--- config.mk ---
export PLATFORM = sky130hd
export DESIGN_NAME = instr_fetch
export DESIGN_NICKNAME = d
export VERILOG_FILES = /design/src/rtl/instr_fetch.sv
export SDC_FILE = /design/constraint.sdc
export NUM_CORES = 1
export LEC_CHECK = 0
export CAP_MARGIN = 30
export CORE_ASPECT_RATIO = 0.5
export CORE_UTILIZATION = 51
export CTS_BUF_LIST = sky130_fd_sc_hd__clkbuf_8
export DETAILED_ROUTE_END_ITERATION = 10
export PLACE_DENSITY = 0.87
export SYNTH_ARGS = -nofsm -noshare
export SYNTH_HDL_FRONTEND = slang
export SYNTH_SLANG_ARGS = --single-unit
--- constraint.sdc ---
create_clock -name Clk -period 4.08 [get_ports Clk]
set_input_delay 0.612 -clock Clk [delete_from_list [all_inputs] [get_ports Clk]]
set_output_delay 0.612 -clock Clk [all_outputs]
set_load 0.01 [all_outputs]
--- src/rtl/instr_fetch.sv ---
// instr_fetch: PC holder and single-outstanding instruction fetch with decode handshake, redirect/squash and halt
module instr_fetch #(
  parameter int PC_W = 8,
  parameter logic [PC_W-1:0] RESET_PC = '0
) (
  input  logic            Clk,
  input  logic            Clear_n,
  output logic            imem_req,
  output logic [PC_W-1:0] imem_addr,
  input  logic            imem_ack,
  input  logic [7:0]      imem_rdata,
  output logic            instr_valid,
  input  logic            instr_ready,
  output logic [7:0]      instr,
  output logic [1:0]      op,
  output logic [1:0]      rs,
  output logic [1:0]      rt,
  output logic [1:0]      imm,
  output logic [PC_W-1:0] pc_out,
  input  logic            redirect,
  input  logic [PC_W-1:0] redirect_pc,
  input  logic            halt
);
  typedef enum logic [1:0] {IDLE, FETCH, HOLD} state_t;
  state_t state, state_n;
  logic [PC_W-1:0] pc, pc_n, old_pc, old_pc_n, pc_out_n;
  logic squash, squash_n, valid_n;
  logic [7:0] instr_n;
  always_ff @(posedge Clk or negedge Clear_n)
    if (!Clear_n) begin
      state <= IDLE;
      pc <= RESET_PC;
      old_pc <= RESET_PC;
      squash <= 1'b0;
      instr_valid <= 1'b0;
      instr <= '0;
      pc_out <= '0;
    end else begin
      state <= state_n;
      pc <= pc_n;
      old_pc <= old_pc_n;
      squash <= squash_n;
      instr_valid <= valid_n;
      instr <= instr_n;
      pc_out <= pc_out_n;
    end
  // A redirect during an unacknowledged fetch keeps the request at its old address until the memory answers
  always_comb begin
    state_n = state;
    pc_n = pc;
    old_pc_n = old_pc;
    squash_n = squash;
    valid_n = instr_valid;
    instr_n = instr;
    pc_out_n = pc_out;
    if (redirect) begin
      pc_n = redirect_pc;
      valid_n = 1'b0;
      if (state == FETCH) begin
        squash_n = !imem_ack;
        if (!imem_ack && !squash) old_pc_n = pc;
      end else state_n = halt ? IDLE : FETCH;
    end else
      case (state)
        IDLE: state_n = halt ? IDLE : FETCH;
        FETCH:
          if (imem_ack) begin
            if (squash) squash_n = 1'b0;
            else begin
              instr_n = imem_rdata;
              pc_out_n = pc;
              pc_n = pc + 1'b1;
              valid_n = 1'b1;
              state_n = HOLD;
            end
          end
        HOLD:
          if (instr_valid && instr_ready) begin
            valid_n = 1'b0;
            state_n = halt ? IDLE : FETCH;
          end
        default: state_n = IDLE;
      endcase
  end
  assign imem_req = state == FETCH;
  assign imem_addr = squash ? old_pc : pc;
  assign op = instr[7:6];
  assign rs = instr[5:4];
  assign rt = instr[3:2];
  assign imm = instr[1:0];
endmodule

## Yosys cells after proc, flatten, opt, wreduce, memory -nomap -nowiden

Cells that the tools add are included.

| storage, ports and cells | value |
|---|---|
| flip-flop bits (word level) | 36 |
| input port bits | 22 |
| output and inout port bits | 34 |
| word-level logic and storage cells | 54 |

| cells by class | value |
|---|---|
| add/subtract/negate cells | 1 |
| eq/ne operators | 9 |
| muxes and demuxes | 21 |
| bitwise logic cells | 2 |
| reductions and logical operators | 14 |

Operators with widths:

| kind | count |
|---|---|
| 8-bit two-way mux | 5 |
| 4-bit AND reduction | 3 |
| 2-bit two-way mux | 5 |
| 1-bit two-way mux | 9 |
| 8-bit by 1-bit adder with 8-bit output, second input constant | 1 |
| 2-bit != test, second input constant | 3 |
| 3-bit != test, second input constant | 2 |
| 2-bit one-hot mux with 3 select lines | 1 |
| 3-bit AND reduction | 2 |
| 2-bit nonzero test | 2 |
| 3-bit by 1-bit != test with 1-bit output, second input constant | 1 |
| 3-bit nonzero test | 1 |
| 2-bit by 1-bit equality test with 1-bit output, second input constant | 1 |
| 2-bit equality test, second input constant | 1 |
| 1-bit logical AND | 2 |
| 1-bit logical NOT | 2 |
| 2-bit logical NOT | 1 |
| 2-bit by 1-bit != test with 1-bit output, second input constant | 1 |
| 1-bit NOT | 2 |
| 1-bit one-hot mux with 2 select lines | 1 |
| 2-bit AND reduction | 1 |

## Depth between registers and ports, before layout

| logic depth | value |
|---|---|
| depth after elaboration | 5 |
| mapped depth | 4 |
| gate-level depth less buffers | 4 |

## Worst setup path before layout

No wires, ideal clock.

| timing | value |
|---|---|
| path type | register to output |
| start point | register squash |
| end point | output imem_addr[0] |
| arrival time | 1088 ps |
| required time | 3468 ps |
| slack | 2380 ps |
| stages on the path, launching flop included | 3 |
| path buffers | 1 |
| cell sequence | dfrtp_1 > buf_1 > mux2_2 |

| on the way | value |
|---|---|
| longest elaborated chain between the ends | 1 |

Ends and longest elaborated chain:

| element | line | source |
|---|---|---|
| start, declared | 27 | `logic squash, squash_n, valid_n;` |
| start signal, assigned | 42 | `squash <= squash_n;` |
| 8-bit two-way mux | 86 | `assign imem_addr = squash ? old_pc : pc;` |
| end, declared | 9 | `output logic [PC_W-1:0] imem_addr,` |

Every way passes these cells.

## Worst setup path after layout

Same ends and word-level chain as after synthesis.

==> results.md <==
- Status: complete, no violations
- Std cell rows: 14
- Areal power density over the cells: about 730 nW/um^2
- Number of global-route vias before repair: between 1000 and 1500
- Setup tns final: 0 ps
- Number of gates given a new drive strength after cts: 0
- Cell taking the most area after synthesis: sky130_fd_sc_hd__dfrtp_1
- WP data required: ~3500 ps
- Horizontal die dimension: between 80 and 90 microns
- Initial antenna violation count: 0
- Drt wl/cell: around 16 microns
- CTS H-tree lvls: 2
- Storage cell area: 901 sq um
- Flip-flop cell with the highest count after synthesis: sky130_fd_sc_hd__dfrtp_1
- Hold-fix buffers at CTS: 0
- GRT Residual Overflow: 0
- Buffer count from post-CTS setup fixing: 0
- Biggest fanout along the worst timing path: 14
- Count of pins on the block boundary: 56
- Kind of critical path: flop to output pin
- Gr usage total: 22.9%
- Number of buffers added by the clock tree synthesis step: 5
- CTS tree: yes
- Flops & latches, synth: 36
- Count of nets after finishing: around 220
- Maximum number of pins on one net before global-route repair: 37
- Root Buffer: sky130_fd_sc_hd__clkbuf_8
- Worst slew slack as a fraction of its limit: a little under half
- Reg2Reg Launch Point: squash
- Final period utilization: 60.9%
- Clock sinks: 36
- Number of flops mapped to enable cells by yosys: 0
- Final critical path time including I/O delays and setup: 2480 ps
- Longest Clk Path Bufs: 2
- Share of layout cells above drive strength 1: 23.7%
- Clock input transition at the sequential cells of the worst setup and hold paths: approximately 70 ps
- RSZ-0062 raised after global routing: no
- Post-Syn Instances: 145
- Routability-driven placement congestion ratio: 0.788
- Setup violation total in the final timing report: 0
- Yosys top cell area share: just over 50%
- Max Freq: 0.402 GHz
- Synthesized cell area: approximately 1800 sq um
- Total power of the final layout: ~0.0017 W
- Number of warnings printed during yosys synthesis: 0
- Wire length of the first global-routing pass: 6350 microns
- Number of inserted filler cells in the final layout: a little under 200
- DRC violation total after the first TritonRoute iteration: roughly 100
- Synthesized area per cell: around 12 sq um
- DRC violations left: 0
- Area of the multi-input gates: ~750 sq um
- Starting utilization of the core area: 56.1%
- Type of the most critical hold path: primary input to async pin
- Diode count: 0
- Total of buffers placed on input and output ports: 55
- Pre-CTS WS: 1370 ps
- Net Count, Synth: roughly 170
- Sort of element at the end of the critical path: output pin
- Peak ir drop on the vdd network: 0.000302 V
- Arrival time at the worst endpoint: about 1900 ps
- Yosys cell types: 36
- Leakage power total: ~0.94 nW
- Clk_lat worst skew: roughly 280 ps
- Count of vias placed by the detailed router: about 1300
- Detail Placement HPWL: around 2500 microns
- Fraction of the yosys area taken by sequential cells: between 50% and 60%
- Avg Vias per Cell: around 5.6
- Drt pass-1 iters: 4
- Max-cap violations: 0
- Nature of the critical path startpoint: flop
- Critical Path Source: squash
- Synth-to-Final Area Change: 34.9%
- Maximum clock skew at final layout: a little over 5 ps
- Post-synth ARST share: 100%
- Tightest Pin Transition: roughly 810 ps
- Number of nets still failing antenna checks after routing: 0
- Hold violation count in the final report: 0
- Max Transition Viols Final: 0
- Final Worst Setup Slack: around 1600 ps
- Die area: approximately 3700 sq um
- Core footprint: between 3000 and 4000 sq um
- Cells taking the most area after synthesis: sky130_fd_sc_hd__dfrtp_1 (51%), sky130_fd_sc_hd__mux2_2 (20%), sky130_fd_sc_hd__buf_4 (3.4%)
- Height of the chip: around 44 microns
- Final Routed Wirelength: about 3700 microns
## cells by family after synthesis
group	count (synthesis)	share of synthesized area, %
muxes	33	21.1
adders and majority gates	1	0.712
buffers and inverters	17	5.98
DFF	36	51.2
xor gates and xnor gates	1	0.498
AOI/OAI and AO/OA	21	7.47
and+or+nand+nor	36	13.0
## per-layer routing
metal / GRT usage [%] / part of all wire, % / up-vias
met5: 0 / 0 / -
met4: 8.81 / 0.90 / 0
met3: 6.48 / 6.1 / 4
met2: 37.9 / 48 / 53
met1: 29.4 / 45 / 629
li1: - / - / 618
## worst paths after layout
check                          endpoint  slack (ps)  cells after the start
setup / recovery           imem_addr[0]        1600                      2
hold / removal              instr_valid         410                      1
setup reg to reg              pc_out[0]        1820                      3
hold reg to reg               old_pc[0]         510                      1
max in group asynchronous      instr[5]        3180                      1
min in group Clk              old_pc[0]         510                      1
## state kept, by name, indices dropped and copies added (netlist names)
name,cells
instr,8
instr_valid,1
old_pc,8
pc,8
pc_out,8
squash,1
state,2
## synth_stat cells (2+ instances only)
library cell               count
sky130_fd_sc_hd__inv_1         2
sky130_fd_sc_hd__a21oi_1       5
sky130_fd_sc_hd__nand2_1       7
sky130_fd_sc_hd__and2_1        2
sky130_fd_sc_hd__buf_4         8
sky130_fd_sc_hd__mux2_2       32
sky130_fd_sc_hd__buf_2         2
sky130_fd_sc_hd__nor2b_1       2
sky130_fd_sc_hd__a31oi_1       3
sky130_fd_sc_hd__nor2_1        5
sky130_fd_sc_hd__nand3_1       6
sky130_fd_sc_hd__dfrtp_1      36
sky130_fd_sc_hd__o211ai_1      2
sky130_fd_sc_hd__or4_1         5
sky130_fd_sc_hd__o31ai_1       2
sky130_fd_sc_hd__o21ai_0       6
## final cells by class
type	count	share of cell area, %
Clock inverter	3	1.79
Inverter	3	0.475
Sequential cell	36	38.0
Multi-Input combinational cell	92	31.7
Tap cell	40	2.11
Clock buffer	5	2.90
Timing Repair Buffer	55	23.0
## per-stage QoR
stage	instances	utilization (%)	hold slack [ps]	cell area (sq um)
2_1_floorplan	145	-	316	1760
3_3_place_gp	226	72.1	482	2260
3_5_place_dp	226	72.1	489	2260
4_1_cts	234	75.6	430	2370
5_1_grt	234	75.6	460	2370
6_report	234	75.6	407	2370
## placed cells by master, fill, tap and decap left out
| cell | synthesis | layout |
|---|---|---|
| sky130_fd_sc_hd__or3b_1 | 1 | 1 |
| sky130_fd_sc_hd__nand3_1 | 6 | 6 |
| sky130_fd_sc_hd__clkinvlp_4 | 0 | 1 |
| sky130_fd_sc_hd__o211ai_1 | 2 | 2 |
| sky130_fd_sc_hd__nor2b_1 | 2 | 2 |
| sky130_fd_sc_hd__bufinv_16 | 0 | 1 |
| sky130_fd_sc_hd__a221oi_1 | 1 | 1 |
| sky130_fd_sc_hd__or3_1 | 1 | 1 |
| sky130_fd_sc_hd__nor2_1 | 5 | 5 |
| sky130_fd_sc_hd__nand2_1 | 7 | 7 |
| sky130_fd_sc_hd__nor2_2 | 1 | 1 |
| sky130_fd_sc_hd__ha_1 | 1 | 1 |
| sky130_fd_sc_hd__dfrtp_1 | 36 | 36 |
| sky130_fd_sc_hd__xnor2_1 | 1 | 1 |
| sky130_fd_sc_hd__nand2b_1 | 1 | 1 |
| sky130_fd_sc_hd__and4bb_2 | 1 | 1 |
| sky130_fd_sc_hd__buf_2 | 2 | 1 |
| sky130_fd_sc_hd__or4_1 | 5 | 5 |
| sky130_fd_sc_hd__inv_1 | 2 | 2 |
| sky130_fd_sc_hd__nand4bb_4 | 1 | 1 |
| sky130_fd_sc_hd__clkinv_1 | 1 | 1 |
| sky130_fd_sc_hd__a21oi_1 | 5 | 5 |
| sky130_fd_sc_hd__a31oi_1 | 3 | 3 |
| sky130_fd_sc_hd__nand4_1 | 1 | 1 |
| sky130_fd_sc_hd__clkinv_2 | 0 | 1 |
| sky130_fd_sc_hd__clkbuf_8 | 0 | 5 |
| sky130_fd_sc_hd__clkdlybuf4s50_1 | 0 | 54 |
| sky130_fd_sc_hd__o31ai_1 | 2 | 2 |
| sky130_fd_sc_hd__and2_1 | 2 | 2 |
| sky130_fd_sc_hd__a21bo_2 | 1 | 1 |
| sky130_fd_sc_hd__nor3b_1 | 1 | 1 |
| sky130_fd_sc_hd__mux2_2 | 32 | 32 |
| sky130_fd_sc_hd__nand3_2 | 1 | 1 |
| sky130_fd_sc_hd__mux2i_1 | 1 | 1 |
| sky130_fd_sc_hd__o21ai_0 | 6 | 6 |
| sky130_fd_sc_hd__o32ai_1 | 1 | 1 |
## power breakdown
group | internal [W] | switching (W) | total (W)
sequential | 0.000503 | 0.000133 | 0.000636
clock | 0.000181 | 0.000127 | 0.000307
combinational | 0.000501 | 0.000281 | 0.000782
total | 0.00118 | 0.000541 | 0.00172
## worst max-delay path, cell delays in order (launching register included)
cell and delay, ps:
sky130_fd_sc_hd__dfrtp_1 700, sky130_fd_sc_hd__mux2_2 400, sky130_fd_sc_hd__clkdlybuf4s50_1 480
(Power assumes the default switching activity.)
